===== config.mk =====
export PLATFORM = sky130hd
export DESIGN_NAME = code_display_scheduler
export DESIGN_NICKNAME = d
export VERILOG_FILES = /design/src/rtl/code_display_pkg.sv /design/src/rtl/code_display_scheduler_debouncer.sv /design/src/rtl/code_display_scheduler.sv
export SDC_FILE = /design/constraint.sdc
export NUM_CORES = 1
export LEC_CHECK = 0
export ABC_AREA = 1
export CORE_ASPECT_RATIO = 1.75
export CORE_MARGIN = 4
export CORE_UTILIZATION = 60
export CTS_CLUSTER_DIAMETER = 200
export DETAILED_ROUTE_END_ITERATION = 12
export PLACE_DENSITY = 0.79
export SLEW_MARGIN = 20
export SYNTH_ARGS = -nofsm -noshare
export SYNTH_HDL_FRONTEND = slang
export SYNTH_HIERARCHICAL = 1
export SYNTH_SLANG_ARGS = --single-unit

===== constraint.sdc =====
create_clock -name clk -period 2.32 [get_ports clk]
set_input_delay 0.348 -clock clk [delete_from_list [all_inputs] [get_ports clk]]
set_output_delay 0.348 -clock clk [all_outputs]
set_load 0.05 [all_outputs]

===== src/rtl/code_display_pkg.sv =====
// Shared types and segment constants for the code display path.
// Segment bit order is {a,b,c,d,e,f,g,dp}, 1 = lit.
package code_display_pkg;

    typedef enum logic [1:0] {
        MODE_HEX = 2'd0,
        MODE_BCD = 2'd1,
        MODE_DEC = 2'd2
    } mode_t;

    localparam logic [7:0] SEG_BLANK = 8'h00;
    localparam logic [7:0] SEG_ERR   = 8'b1001_1110;

    // Element [0] is the rightmost entry of the concatenation.
    localparam logic [15:0][7:0] SEG_GLYPH = {
        8'h8E, 8'h9E, 8'h7A, 8'h9C, 8'h3E, 8'hEE, 8'hF6, 8'hFE,
        8'hE0, 8'hBE, 8'hB6, 8'h66, 8'hF2, 8'hDA, 8'h60, 8'hFC
    };

    function automatic logic [7:0] glyph(input logic [3:0] v);
        return SEG_GLYPH[v];
    endfunction

endpackage


===== src/rtl/code_display_scheduler_debouncer.sv =====
// Counter-based debouncer: a level is accepted after DEBOUNCE_CYCLES equal samples.
// A rising acceptance emits a one-cycle press pulse.
module button_debouncer #(
    parameter logic [15:0] DEBOUNCE_CYCLES = 16'd50000
) (
    input  logic clk,
    input  logic reset,
    input  logic raw,
    output logic level,
    output logic press
);
    logic [15:0] r_cnt;
    logic        r_level;
    logic        r_press;

    always_ff @(posedge clk) begin
        if (reset) begin
            r_cnt   <= '0;
            r_level <= 1'b0;
            r_press <= 1'b0;
        end else begin
            r_press <= 1'b0;
            if (raw == r_level) begin
                r_cnt <= '0;
            end else if (r_cnt == DEBOUNCE_CYCLES - 16'd1) begin
                r_level <= raw;
                r_cnt   <= '0;
                r_press <= raw;
            end else begin
                r_cnt <= r_cnt + 16'd1;
            end
        end
    end

    assign level = r_level;
    assign press = r_press;

endmodule


===== src/rtl/code_display_scheduler.sv =====
// Mode-selectable 7-segment controller: debounced mode buttons, digit decode and
// two-digit time-multiplexed scan. Option: BLANK_LEADING_ZERO_EN blanks a DEC tens '0'.
module code_display_scheduler
    import code_display_pkg::*;
#(
    parameter logic [15:0] DEBOUNCE_CYCLES = 16'd50000,
    parameter logic [15:0] SCAN_CYCLES     = 16'd1000
) (
    input  logic       clk,
    input  logic       reset,
    input  logic [3:0] switches,
    input  logic [2:0] buttons,
    output logic [7:0] seg_out,
    output logic [1:0] dig_en,
    output logic [1:0] mode
);
    logic [2:0]  w_level;
    logic [2:0]  w_press;
    logic [2:0]  w_evt;
    logic [3:0]  r_sw_q;
    mode_t       r_mode;
    logic [15:0] r_scan_cnt;
    logic        r_digit_sel;
    logic [7:0]  r_seg;
    logic [1:0]  r_dig_en;

    for (genvar i = 0; i < 3; i++) begin : g_btn
        button_debouncer #(.DEBOUNCE_CYCLES(DEBOUNCE_CYCLES)) u_deb (
            .clk   (clk),
            .reset (reset),
            .raw   (buttons[i]),
            .level (w_level[i]),
            .press (w_press[i])
        );
    end

    // A pulse is only honoured together with the newly accepted high level.
    assign w_evt = w_press & w_level;

    logic       w_ge10;
    logic [3:0] w_dec_ones;
    logic [7:0] w_ones;
    logic [7:0] w_tens;
    logic       w_tens_on;
    logic [7:0] w_seg_nxt;
    logic [1:0] w_en_nxt;

    assign w_ge10     = (r_sw_q >= 4'd10);
    assign w_dec_ones = w_ge10 ? (r_sw_q - 4'd10) : r_sw_q;

    always_comb begin
        w_ones    = glyph(r_sw_q);
        w_tens    = SEG_BLANK;
        w_tens_on = 1'b1;
        case (r_mode)
            MODE_BCD: begin
                if (w_ge10) w_ones = SEG_ERR;
            end
            MODE_DEC: begin
                w_ones = glyph(w_dec_ones);
                w_tens = w_ge10 ? glyph(4'd1) : glyph(4'd0);
`ifdef BLANK_LEADING_ZERO_EN
                if (!w_ge10) begin
                    w_tens    = SEG_BLANK;
                    w_tens_on = 1'b0;
                end
`endif
            end
            default: ;
        endcase
    end

    // Count 0 is the anti-ghost blank cycle at the start of every slot.
    always_comb begin
        w_seg_nxt = SEG_BLANK;
        w_en_nxt  = 2'b00;
        if (r_scan_cnt != 16'd0) begin
            if (!r_digit_sel) begin
                w_seg_nxt = w_ones;
                w_en_nxt  = 2'b01;
            end else begin
                w_seg_nxt = w_tens;
                w_en_nxt  = {w_tens_on, 1'b0};
            end
        end
    end

    always_ff @(posedge clk) begin
        if (reset) begin
            r_sw_q      <= '0;
            r_mode      <= MODE_HEX;
            r_scan_cnt  <= '0;
            r_digit_sel <= 1'b0;
            r_seg       <= '0;
            r_dig_en    <= '0;
        end else begin
            r_sw_q <= switches;
            if (w_evt[0])      r_mode <= MODE_HEX;
            else if (w_evt[1]) r_mode <= MODE_BCD;
            else if (w_evt[2]) r_mode <= MODE_DEC;
            if (r_scan_cnt == SCAN_CYCLES - 16'd1) begin
                r_scan_cnt  <= '0;
                r_digit_sel <= ~r_digit_sel;
            end else begin
                r_scan_cnt <= r_scan_cnt + 16'd1;
            end
            r_seg    <= w_seg_nxt;
            r_dig_en <= w_en_nxt;
        end
    end

    assign seg_out = r_seg;
    assign dig_en  = r_dig_en;
    assign mode    = r_mode;

endmodule


==> impl_metrics.yaml <==
power_and_ir_drop:
  p_sw_share_pct: 22.9
  p_seq_share_pct: 49.0
  power_density_mw_per_mm2: 608
  comb_power_share_pct: 8.6
  clkPwrFrac_pct: 42.4
  p_int_mw: 2.61
  p_leak_nw: 2.27
  p_switching_mw: 0.774
  peakVddDrop_v: 0.000435
timing:
  fin_skew_ps: 6.52
  final_max_slew_viol_count: 0
  setup_viol: 0
  layout_min_cycle_time_ps: 1960
  fmax_mhz: 511
  rsz0062_at_grt: "false"
  timing.final.crit_share_pct: 84.3
  hold_viol: 0
  setup_tns_ps: 0
placed_design:
  gp_congestion: 0.912
  dp_hpwl_um: 7570
  io_buffers: 19
die:
  die_w_um: 77.3
  core_area_mm2: 0.00826
  dieArea_mm2: 0.0100
  start_util_pct: 61.1
  pin_count: 21
  dieHeight_um: 129
  num_rows: 44
synth:
  synth-main-ff-cell: "dfxtp_1"
  syn_inst: 727
  synth-seq-cells: 93
  avgSynthCellArea_um2: 6.94
  synth_common_cells: "nand2_1 (152), nor2_1 (139), dfxtp_1 (93)"
  synthArstFlopShare_pct: 0
  ys_warn_count: 6
  synth.most_common_cell: "nand2_1"
  synth-edff-count: 0
  syn-cell-area_mm2: 0.00505
  synth_fp_nets: 755
  synth_top_area_share_pct: 36.9
  yosys.area.top_type: "dfxtp_1"
  yosysUniqueCellTypes: 37
  ys_top_cells_by_area: "dfxtp_1 (37%), nand2_1 (11%), nor2_1 (10%)"
  synth-seq-area-share_pct: 36.9
global_route:
  antenna_found_initial: 0
  grt.total_usage_pct: 21.7
  grt_start_max_net_pins: 17
  grt_pass1_vias: 4445
  grt_pass1_wl_um: 17800
  grt_overflow: 0
cts:
  cts_setup_buffers: 0
  cts-root-buf: "clkbuf_16"
  ctsHoldBuffers: 0
  numCtsBuffers: 9
  cts_tree: "done"
  clk_latency_ps: 340
  clock-sinks: 93
  cts-resized-gates: 0
  htree_levels: 3
  cts.clk_slew.worst_paths_ps: 60
  clock_path_buffers: 2
detailed_routing:
  via_count: 4492
  dr.first_iter.drc_count: 220
  ant_nets: 0
  dr.pass1.iters: 6
  routed_wl_um: 10000
  vias_per_cell: 5.32
  drc: 0
  routedWlPerCell_um: 11.9
cells_and_area:
  regArea_mm2: 0.00186
  fill_cells: 719
  fin_nets: 778
  area_growth_pct: 10.3
  drive_above_1_share_pct: 6.52
  multiInputGateArea_mm2: 0.00272
  diodes: 0
  finish.utilization_pct: 67.4
min_path:
  min_to: "g_btn[2].u_deb/r_cnt[0]"
  hold_class: "flop to flop"
  hold_depth: 1
  holdCritStartpoint: "g_btn[2].u_deb/r_cnt[0]"
worst_setup_path:
  worstPathRequired_ps: 2560
  arrival_ps: 2190
  timing.critical_path.from: "r_sw_q[2]"
  start_kind: "flop"
  critPathKind: "flop to flop"
  cp-end-kind: "flop"
  worstRegToRegCells: 13
  r2r_slack_ps: 360
  r2r-end: "seg_out[6]"
  crit_fanout: 6
  rr_startpoint: "r_sw_q[2]"
run:
  max-cap-violations: 0
run_status:
  status: "complete, no violations"
-- cell families after synthesis --
| family | synth area share [%] |
|---|---|
| buffers and inverters | 9.12 |
| adders and majority gates | 4.71 |
| other | 0.0743 |
| and+or+nand+nor | 39.2 |
| AOI/OAI and AO/OA | 5.01 |
| xor gates and xnor gates | 5.03 |
| DFF | 36.9 |
-- power groups by stage --
stage	combinational, mW	sequential, mW	clock [mW]
after floorplan	0.175	1.73	0
after global placement	0.280	1.69	0
after detailed placement	0.289	1.69	0
after CTS	0.291	1.66	1.46
after global routing	0.325	1.66	1.54
final	0.291	1.66	1.43
-- layout by cell type, fill, tap and decap left out, types with 2 or more instances in the layout --
cell type,count
nand2_1,152
nor2_1,139
dfxtp_1,93
inv_1,91
nand3_1,61
nand4_1,28
xor2_1,23
a21oi_1,21
ha_1,19
clkdlybuf4s50_1,19
o21ai_0,18
nor3_1,15
clkbuf_16,9
nand2_2,7
nor2_4,6
xnor2_1,6
inv_2,5
nor2_2,5
or2_1,4
nand2_4,3
nand3_4,3
and2_0,3
buf_4,3
nor4_1,2
o21a_1,2
clkbuf_8,2
-- cell type report --
type	instances	share of cell area, %
clock buffers	11	4.54
clock inverters	2	0.629
inverters	97	6.54
multi-input cells	527	48.9
flip-flops and latches	93	33.5
well taps	92	2.07
repair buffers	22	3.82
-- stage by stage --
stage | std cells | setup WS, ps | power [mW] | hold slack [ps] | area [um2]
after global placement | 831 | 364 | 1.97 | 427 | 5280
after detailed placement | 831 | 325 | 1.98 | 439 | 5280
after global routing | 844 | 173 | 3.53 | 473 | 5570
after CTS | 844 | 371 | 3.41 | 453 | 5570
final | 844 | 364 | 3.38 | 446 | 5570
after floorplan | 727 | 587 | 1.91 | 418 | 5050
-- critical path: stages (launching register included) --
cell and delay, ps:
dfxtp_1 360, inv_1 90, ha_1 220, nand3_1 90
nand3_1 80, nand2_1 160, inv_1 100, ha_1 270
nor2_1 100, a21oi_1 70, nand2_1 110, nand3_1 90
nand2_1 70, nand2_1 40
-- per-layer routing --
layer  GRT usage, %  vias to the layer above  share of wire [%]
met5              0                        -                  0
met4           13.1                        0                3.6
met3           4.38                       33                3.1
met2           41.1                       95                 54
met1           21.4                     2019                 40
li1               -                     2345                  -
-- registers in the layout, indices dropped and copies added (netlist names), named ones only --
| register | count |
|---|---|
| g_btn.u_deb/r_cnt | 48 |
| r_scan_cnt | 16 |
| seg_out | 7 |
| r_sw_q | 4 |
| g_btn.u_deb/level | 3 |
| g_btn.u_deb/press | 3 |
| dig_en | 2 |
| mode | 2 |
| r_digit_sel | 1 |
-- how the worst max path moves through the flow --
stage | endpoint | slack [ps] | cells after the start
CTS | seg_out[6] | 370 | 13
detailed placement | flop | 320 | 8
floorplan | seg_out[6] | 590 | 13
global route | seg_out[6] | 170 | 13
global placement | flop | 360 | 8
finish | seg_out[6] | 360 | 13
Power figures use the tool's default switching activity.
